==> config.mk <==
export PLATFORM = sky130hd
export DESIGN_NAME = fetch_unit
export DESIGN_NICKNAME = d
export VERILOG_FILES = /design/src/rtl/fetch_pkg.sv /design/src/rtl/fetch_fifo.sv /design/src/rtl/fetch_unit.sv
export SDC_FILE = /design/constraint.sdc
export NUM_CORES = 1
export LEC_CHECK = 0
export CORE_MARGIN = 1
export CORE_UTILIZATION = 57
export DETAILED_ROUTE_END_ITERATION = 7
export HOLD_SLACK_MARGIN = 0.03
export PLACE_DENSITY = 0.84
export SETUP_SLACK_MARGIN = 0.3
export SYNTH_ARGS = -nofsm -noshare
export SYNTH_HDL_FRONTEND = slang
export SYNTH_SLANG_ARGS = --single-unit
==> constraint.sdc <==
create_clock -name clk -period 7 [get_ports clk]
set_input_delay 0.7 -clock clk [delete_from_list [all_inputs] [get_ports clk]]
set_output_delay 0.7 -clock clk [all_outputs]
set_load 0.02 [all_outputs]
==> src/rtl/fetch_pkg.sv <==
// Shared types and constants for the RV32I fetch stage.
package fetch_pkg;

    localparam int XLEN = 32;
    localparam int ILEN = 32;

    localparam logic [ILEN-1:0] RV_NOP           = 32'h0000_0013;
    localparam logic [XLEN-1:0] DEFAULT_RESET_PC = 32'h0000_0000;
    localparam logic [XLEN-1:0] ALIGN_MASK       = 32'hFFFF_FFFC;

    typedef struct packed {
        logic [ILEN-1:0] inst;
        logic [XLEN-1:0] pc;
    } fetch_entry_t;

endpackage

==> src/rtl/fetch_fifo.sv <==
// Synchronous instruction buffer of fetch_entry_t with flush; pointers carry one
// extra wrap bit so full and empty are distinguishable.
module fetch_fifo
    import fetch_pkg::*;
#(
    parameter int DEPTH = 2
) (
    input  logic                   clk,
    input  logic                   rst,
    input  logic                   push_i,
    input  logic                   pop_i,
    input  logic                   flush_i,
    input  fetch_entry_t           data_i,
    output fetch_entry_t           data_o,
    output logic                   full_o,
    output logic                   empty_o,
    output logic [$clog2(DEPTH):0] count_o
);

    localparam int AW = $clog2(DEPTH);

    fetch_entry_t  mem_q [DEPTH];
    logic [AW:0]   wr_q;
    logic [AW:0]   wr_d;
    logic [AW:0]   rd_q;
    logic [AW:0]   rd_d;
    logic          push_ok_s;
    logic          pop_ok_s;

    assign empty_o   = (wr_q == rd_q);
    assign full_o    = (wr_q[AW] != rd_q[AW]) && (wr_q[AW-1:0] == rd_q[AW-1:0]);
    assign count_o   = wr_q - rd_q;
    assign data_o    = mem_q[rd_q[AW-1:0]];
    // A push into a full buffer is legal only alongside a pop of the head.
    assign push_ok_s = push_i && (!full_o || pop_i);
    assign pop_ok_s  = pop_i && !empty_o;

    // Pointer next-state; flush empties the buffer and wins over push/pop.
    always_comb begin
        wr_d = wr_q;
        rd_d = rd_q;
        if (flush_i) begin
            wr_d = '0;
            rd_d = '0;
        end else begin
            wr_d = push_ok_s ? wr_q + {{AW{1'b0}}, 1'b1} : wr_q;
            rd_d = pop_ok_s  ? rd_q + {{AW{1'b0}}, 1'b1} : rd_q;
        end
    end

    // Pointer and storage registers.
    always_ff @(posedge clk) begin
        if (rst) begin
            wr_q <= '0;
            rd_q <= '0;
            for (int i = 0; i < DEPTH; i++) begin
                mem_q[i] <= '0;
            end
        end else begin
            wr_q <= wr_d;
            rd_q <= rd_d;
            if (push_ok_s && !flush_i) begin
                mem_q[wr_q[AW-1:0]] <= data_i;
            end
        end
    end

endmodule

==> src/rtl/fetch_unit.sv <==
// RV32I fetch stage: PC, credit-based imem requests, response buffering, redirects.
// Optional FETCH_MISALIGN_CHK_EN adds fetch_misaligned and halts on unaligned redirects.
module fetch_unit
    import fetch_pkg::*;
#(
    parameter logic [XLEN-1:0] RESET_PC   = DEFAULT_RESET_PC,
    parameter int              FIFO_DEPTH = 2
) (
    input  logic            clk,
    input  logic            rst,
`ifdef FETCH_MISALIGN_CHK_EN
    output logic            fetch_misaligned,
`endif
    output logic            imem_req_valid,
    input  logic            imem_req_ready,
    output logic [XLEN-1:0] imem_req_addr,
    input  logic            imem_rsp_valid,
    input  logic [ILEN-1:0] imem_rsp_data,
    input  logic            redirect_valid,
    input  logic [XLEN-1:0] redirect_pc,
    output logic            inst_valid,
    input  logic            inst_ready,
    output logic [ILEN-1:0] inst,
    output logic [XLEN-1:0] inst_pc
);

    localparam int CW = $clog2(FIFO_DEPTH) + 1;

    logic [XLEN-1:0] pc_q, pc_d, rsp_pc_q, rsp_pc_d, target_s;
    logic [CW-1:0]   out_q, out_d, kill_q, kill_d, fifo_count_s, used_s;
    logic            halt_q, halt_d, target_misaligned_s;
    logic            req_fire_s, pop_s, push_s, credit_ok_s;
    logic            fifo_empty_s, fifo_full_s;
    fetch_entry_t    push_entry_s, head_s;

`ifdef FETCH_MISALIGN_CHK_EN
    logic            misal_q;
    assign target_s            = redirect_pc;
    assign target_misaligned_s = |redirect_pc[1:0];
`else
    assign target_s            = redirect_pc & ALIGN_MASK;
    assign target_misaligned_s = 1'b0;
`endif

    // A same-cycle pop returns its slot, which is what sustains one fetch per cycle.
    assign pop_s          = inst_valid && inst_ready && !redirect_valid;
    assign used_s         = out_q + fifo_count_s - {{(CW-1){1'b0}}, pop_s};
    assign credit_ok_s    = (used_s < CW'(FIFO_DEPTH)) && !(fifo_full_s && !pop_s);
    assign imem_req_valid = !rst && credit_ok_s && !redirect_valid && !halt_q;
    assign imem_req_addr  = pc_q;
    assign req_fire_s     = imem_req_valid && imem_req_ready;
    assign push_s         = imem_rsp_valid && !redirect_valid && (kill_q == '0);
    assign push_entry_s   = '{inst: imem_rsp_data, pc: rsp_pc_q};

    assign inst_valid = !fifo_empty_s;
    assign inst       = head_s.inst;
    assign inst_pc    = head_s.pc;

    // Next-state for PC, response PC, outstanding/kill accounting and halt.
    always_comb begin
        out_d    = out_q + {{(CW-1){1'b0}}, req_fire_s} - {{(CW-1){1'b0}}, imem_rsp_valid};
        pc_d     = pc_q;
        rsp_pc_d = rsp_pc_q;
        kill_d   = kill_q;
        halt_d   = halt_q;
        if (redirect_valid) begin
            pc_d     = target_s;
            rsp_pc_d = target_s;
            kill_d   = out_d;
            halt_d   = target_misaligned_s;
        end else begin
            pc_d = req_fire_s ? pc_q + 32'd4 : pc_q;
            if (imem_rsp_valid && (kill_q != '0)) begin
                kill_d = kill_q - {{(CW-1){1'b0}}, 1'b1};
            end else if (imem_rsp_valid) begin
                rsp_pc_d = rsp_pc_q + 32'd4;
            end else begin
                kill_d = kill_q;
            end
        end
    end

    // Fetch state registers.
    always_ff @(posedge clk) begin
        if (rst) begin
            pc_q     <= RESET_PC;
            rsp_pc_q <= RESET_PC;
            out_q    <= '0;
            kill_q   <= '0;
            halt_q   <= 1'b0;
        end else begin
            pc_q     <= pc_d;
            rsp_pc_q <= rsp_pc_d;
            out_q    <= out_d;
            kill_q   <= kill_d;
            halt_q   <= halt_d;
        end
    end

`ifdef FETCH_MISALIGN_CHK_EN
    // One-cycle flag for each unaligned redirect.
    always_ff @(posedge clk) begin
        if (rst) begin
            misal_q <= 1'b0;
        end else begin
            misal_q <= redirect_valid && target_misaligned_s;
        end
    end
    assign fetch_misaligned = misal_q;
`endif

    fetch_fifo #(.DEPTH(FIFO_DEPTH)) u_fifo (
        .clk     (clk),
        .rst     (rst),
        .push_i  (push_s),
        .pop_i   (pop_s),
        .flush_i (redirect_valid),
        .data_i  (push_entry_s),
        .data_o  (head_s),
        .full_o  (fifo_full_s),
        .empty_o (fifo_empty_s),
        .count_o (fifo_count_s)
    );

endmodule

### After elaboration in Yosys (flattened, before gate mapping)

Memories as Yosys holds them, arrays and structs flattened. A register that Yosys moved wholly into a read port is not among the register bits.
Index checks and enable logic that the tools add are counted.

* add/subtract/negate cells: 10
* $lt $le $gt $ge: 1
* equality and inequality tests: 4
* muxes and demuxes: 17
* bitwise logic cells: 1
* reductions and logical operators: 30

Operators by type and width (count)
* 32-bit 2-to-1 mux: 5
* 32-bit by 3-bit adder with 32-bit output, second input constant: 2
* 64-bit 2-to-1 mux: 1
* 64-bit OR reduction: 1
* 1-bit logical AND: 14
* 1-bit 2-to-1 mux: 9
* 2-bit nonzero test: 4
* 1-bit zero test: 6
* 2-bit by 1-bit adder with 2-bit output, second input constant: 2
* 2-bit 2-to-1 mux: 2
* 2-bit AND reduction: 2
* 2-bit by 1-bit subtractor with 2-bit output: 2
* 2-bit by 1-bit adder with 2-bit output: 1
* 2-bit adder: 1
* 2-bit equality test: 1
* 2-bit zero test: 1
* 2-bit less-than comparator, second input constant: 1
* 2-bit inequality test, second input constant: 1
* 2-bit OR reduction: 1
* 2-bit by 1-bit subtractor with 2-bit output, second input constant: 1
* 2-bit subtractor: 1
* 1-bit equality test: 1
* 1-bit logical OR: 1
* 1-bit inequality test: 1
* 1-bit NOT: 1

* register bits: 72
* bits in writable memories: 128
* output and inout bits: 98
* memories kept: 1

Memory list
* u_fifo.mem_q: depth 2, bits a word 64, rd ports 1, clocked after Yosys merged registers in 1, wr ports 2, RTL line fetch_fifo.sv:22 `fetch_entry_t mem_q [DEPTH];`

### Logic depth before layout (Yosys ltp)

* word-level depth: 14
* gate-level depth with buffers: 19
* gate-level depth less buffers: 16

### Modules after synthesis

A second synthesis with hierarchy kept.

* cell total of the unflattened synthesis: 813
* area, all modules: 9544.2 µm²

Modules (own cells, without submodules)
* fetch_fifo: instances 1, cells an instance 379, area an instance 5865.6 µm²
* fetch_unit: instances 1, cells an instance 434, area an instance 3678.5 µm²

### Least setup slack after synthesis

OpenSTA, ideal clock, no wires.

* path kind: input to register
* start point: input port redirect_valid
* end point: register kill_q[1]
* library setup time: 127 ps
* arrival: 4331 ps
* data required time: 6873 ps
* setup slack: 2541 ps
* stages on the path: 19
* path buffers: 3
* cell sequence: buf_2 nand2b_1 a21oi_1 fa_1 fa_1 xnor2_1 xnor2_1 mux2_4 inv_2 buf_2 buf_2 ha_1 inv_1 ha_1 xnor2_1 xnor2_1 nor2_1 nand2_1 o21ai_0

* longest elaborated chain between the ends: 12

RTL lines
* from (decl): RTL line fetch_unit.sv:19 `input logic redirect_valid,`
* branches (longest 12 deep; another with 2-bit by 1-bit subtractor with 2-bit output)
* to (signal assigned): RTL line fetch_unit.sv:95 `kill_q <= kill_d;`
* to (decl): RTL line fetch_unit.sv:30 `logic [CW-1:0] out_q, out_d, kill_q, kill_d, fifo_count_s, used_s;`

Parallel ways; which one is timed is not known.
A chain may end at the register's enable or synchronous reset.

### Final worst setup path

Same ends and word-level chain as after synthesis.

==> impl_results.md <==
* Sum Neg Setup Slack at 0 ns
* Via count of the routed design at 6567
* Most used cells in the layout excluding fill and tap cells: sky130_fd_sc_hd__clkdlybuf4s50_1, sky130_fd_sc_hd__and2_1, sky130_fd_sc_hd__edfxtp_1
* Most common cell after layout, fill and taps aside: sky130_fd_sc_hd__clkdlybuf4s50_1
* Leakage power at roughly 4.2 nW
* Worst Setup Start Kind: input port
* Met1 layer wirelength in the final routing at 8617 µm
* Overall Global Routing Usage at 0.2411
* Final period demand of the worst path at 4.951 ns
* Initial antenna violation count at 0
* Cell-by-cell trace of the critical path: buf_2 > nand2b_1 > a21oi_1 > fa_1 > fa_1 > xnor2_1 > xnor2_1 > mux2_4 > inv_2 > ha_1 > inv_1 > ha_1 > xnor2_1 > xnor2_1 > nor2_1 > nand2_1 > o21ai_0
* Congestion Overflow GR at 0
* Sequential-to-total area share from yosys stat at 0.5558
* Slew headroom at 0.2641
* Count of hold buffers inserted by post-cts repair at 0
* Core area at 15830 µm²
* Required time of the critical path at ~7.3 ns
* Pin count of the biggest net entering global routing at 64
* Count of endpoints failing hold in the final timing report at 0
* DRC violation total after the first TritonRoute iteration at ~520
* Total routed wirelength at just under 20000 µm
* Unrepaired setup endpoints after global routing: false
* Worst-case clock skew at 0.01171 ns
* Crit path top cell by count: sky130_fd_sc_hd__xnor2_1
* Longest individual stage delay on the worst path at 0.74 ns
* Count of pins on the block boundary at around 170
* Die area at 16630 µm²
* Number of vias per cell after detailed routing at 5.584
* Detailed-route DRC error count at 0
* Distinct cell type count after synthesis at 56
* Number of port buffers at 161
* Maximum buffer depth of the clock tree at 2
* Combined area of all synthesized cells at 9185 µm²
* CTS root buffer: sky130_fd_sc_hd__clkbuf_16
* Count of flip-flops with a built-in enable after synthesis at 124
* Die Height at 128.9 µm
* Highest routed layer: met4
* Post-CTS resize count at 0
* Hold slack final at 0.4933 ns
* Antenna Cells at 0
* HPWL Detailed at 12660 µm
* Power density of the placed cells at 231.1 nW/µm²
* Ratio of final minimum period to clock period at 0.7073
* Post-CTS Repair Setup Buffers at 0
* Number of warning messages in the yosys log at 0
* Effective utilization at floorplan at 0.5803
* Bufs and invs on worst path at 3
* Critical Path Fanout Max at 56
* Cell with the biggest individual delay on the critical path: sky130_fd_sc_hd__buf_2
* Outcome: finished, final reports clean
* Predominant post-synthesis flop cell: sky130_fd_sc_hd__edfxtp_1
* Number of H-tree branching levels at 4
* FILL cells at 1100
* Total of flip-flops plus latches after synthesis at 193
* TritonRoute pass-1 iters at 4
* Number of buffers created by CTS at 17
* Class of the worst hold path: flip-flop to flip-flop
* Arrival time of data at the critical path endpoint at about 5.3 ns
* Critical path class: input port to flip-flop
* Kind of end point of the critical path: flip-flop
* Clk Latency, worst-skew pair at 0.43 ns
* Final setup fails at 0
* Fraction of final layout cells with drive strength greater than 1 at 0.1188
* Post-synthesis average cell area at between 10 and 15 µm²
* Residual antenna-violating net count after detailed routing at 0
* Post-layout net count at 1024
* Met2 WL post-DR at 9037 µm
* FP Rows at 46
* Per-cell routed wire length at 16.39 µm
* Via count of the first global-routing pass at 6385
* Top achievable clock speed at 202.0 MHz
* Clock sinks at 193
* Die width at 128.9 µm
* Peak ir drop on the vdd network at 0.1845 mV
* Syn-to-layout area delta at 25.00%
* Global-route wire length before repair at 30770 µm
* Number of max-cap violations at 0
* Final number of max-transition violations at 0
* Met3 routed wirelength at 1263 µm
* Clock edge transition at the registers on the reported setup and hold paths at 0.07 ns
* Cells after Synth at 808
* Routability cong. at approximately 0.85
* Clock tree from TritonCTS: done
* Crit path max-delay family: adder cells
* Tightest Pin Transition at 1.101 ns
* Async set or reset register ratio after synthesis at 0
Yosys cell counts, drive strengths merged, types with 4 or more instances:
library cell / instances / area share
buf: 17 / 0.010
nand2: 43 / 0.018
o21ai: 8 / 0.0044
ha: 5 / 0.0068
nor2: 33 / 0.013
a21boi: 17 / 0.014
xor2: 26 / 0.025
and4: 8 / 0.0076
o211ai: 6 / 0.0049
edfxtp: 124 / 0.41
nand4: 17 / 0.012
nor4: 10 / 0.0082
and3: 13 / 0.0089
nand2b: 6 / 0.0041
or3: 9 / 0.0061
nand3: 23 / 0.013
nor2b: 6 / 0.0041
o31ai: 4 / 0.0033
xnor2: 14 / 0.014
mux2: 63 / 0.078
o21bai: 5 / 0.0041
o311a: 4 / 0.0044
inv: 26 / 0.011
a31oi: 11 / 0.0075
nor3: 9 / 0.0049
dfxtp: 69 / 0.15
a211oi: 10 / 0.0087
a21oi: 29 / 0.016
clkbuf: 33 / 0.014
o31a: 8 / 0.0076
and2: 124 / 0.084
worst reg2reg max path, stage by stage, from the launching register on:
cell,delay [ns]
sky130_fd_sc_hd__dfxtp_1,0.55
sky130_fd_sc_hd__xnor2_2,0.19
sky130_fd_sc_hd__a21oi_1,0.34
sky130_fd_sc_hd__fa_1,0.49
sky130_fd_sc_hd__fa_1,0.40
sky130_fd_sc_hd__xnor2_1,0.15
sky130_fd_sc_hd__xnor2_1,0.42
sky130_fd_sc_hd__mux2_4,0.45
sky130_fd_sc_hd__inv_2,0.44
sky130_fd_sc_hd__ha_1,0.34
sky130_fd_sc_hd__inv_1,0.06
sky130_fd_sc_hd__ha_1,0.14
sky130_fd_sc_hd__xnor2_1,0.13
sky130_fd_sc_hd__xnor2_1,0.14
sky130_fd_sc_hd__nor2_1,0.07
sky130_fd_sc_hd__nand2_1,0.09
sky130_fd_sc_hd__o21ai_0,0.08
sequential cells by signal, summed over array words and instances (netlist names), named ones only:
signal,count
u_fifo.mem_q,124
kill_q,2
u_fifo.rd_q,2
out_q,2
imem_req_addr,30
rsp_pc_q,30
u_fifo.wr_q,2
final timing paths:
kind / from / to / slack [ns] / depth (start not counted)
max: redirect_valid / kill_q[1] / 2.05 / 17
min: imem_req_addr[3] / imem_req_addr[3] / 0.49 / 2
max reg2reg: u_fifo.wr_q[0] / kill_q[1] / 2.41 / 16
min reg2reg: imem_req_addr[3] / imem_req_addr[3] / 0.49 / 2
area by class of cell:
class / instances / area (µm²) / share of cell area
flip-flops and latches: 193 / 5106 / 0.4447
multi-input cells: 541 / 3790 / 0.3301
repair buffers: 167 / 1647 / 0.1434
clock buffers: 17 / 425.4 / 0.03705
well taps: 216 / 270.3 / 0.02354
clock inverters: 15 / 141.4 / 0.01231
inverters: 27 / 101.3 / 0.008827
per-stage QoR:
| step | util | total power, mW | instance area [µm²] | instances | setup WS (ns) |
|---|---|---|---|---|---|
| 3_3_place_gp | 0.6896 | 1.729 | 10910 | 1144 | 1.687 |
| 6_report | 0.7254 | 2.654 | 11480 | 1176 | 2.049 |
| 5_1_grt | 0.7254 | 2.746 | 11480 | 1176 | 1.690 |
| 2_1_floorplan | - | 1.572 | 9196 | 811 | 2.541 |
| 4_1_cts | 0.7254 | 2.665 | 11480 | 1176 | 2.054 |
| 3_5_place_dp | 0.6896 | 1.743 | 10910 | 1144 | 1.620 |
metal layers:
| layer | up-vias | track usage |
|---|---|---|
| met5 | - | 0 |
| met1 | 3106 | 0.3128 |
| met2 | 243 | 0.4003 |
| li1 | 3188 | - |
| met4 | 0 | 0.09550 |
| met3 | 30 | 0.04574 |
kinds of logic (layout without fill, tap and decap cells):
kind of cell / after synthesis / in the layout / share of synthesized area
XOR/XNOR: 40 / 40 / 0.03896
adder cells (fa/ha/maj): 7 / 7 / 0.01117
multiplexers: 65 / 65 / 0.07983
flip-flops: 193 / 193 / 0.5558
AND/OR/NAND/NOR: 309 / 309 / 0.1908
AO/OA/AOI/OAI: 116 / 116 / 0.08814
buffers and inverters: 77 / 226 / 0.03487
other: 1 / 4 / 0.0004083
power breakdown:
part / internal [mW] / total, mW / switching (mW) / leakage [nW]
combinational: 0.185 / 0.387 / 0.203 / 2.04
clock: 0.522 / 0.934 / 0.412 / 0.263
sequential: 1.29 / 1.33 / 0.0467 / 1.86
(Power assumes the default switching activity.)
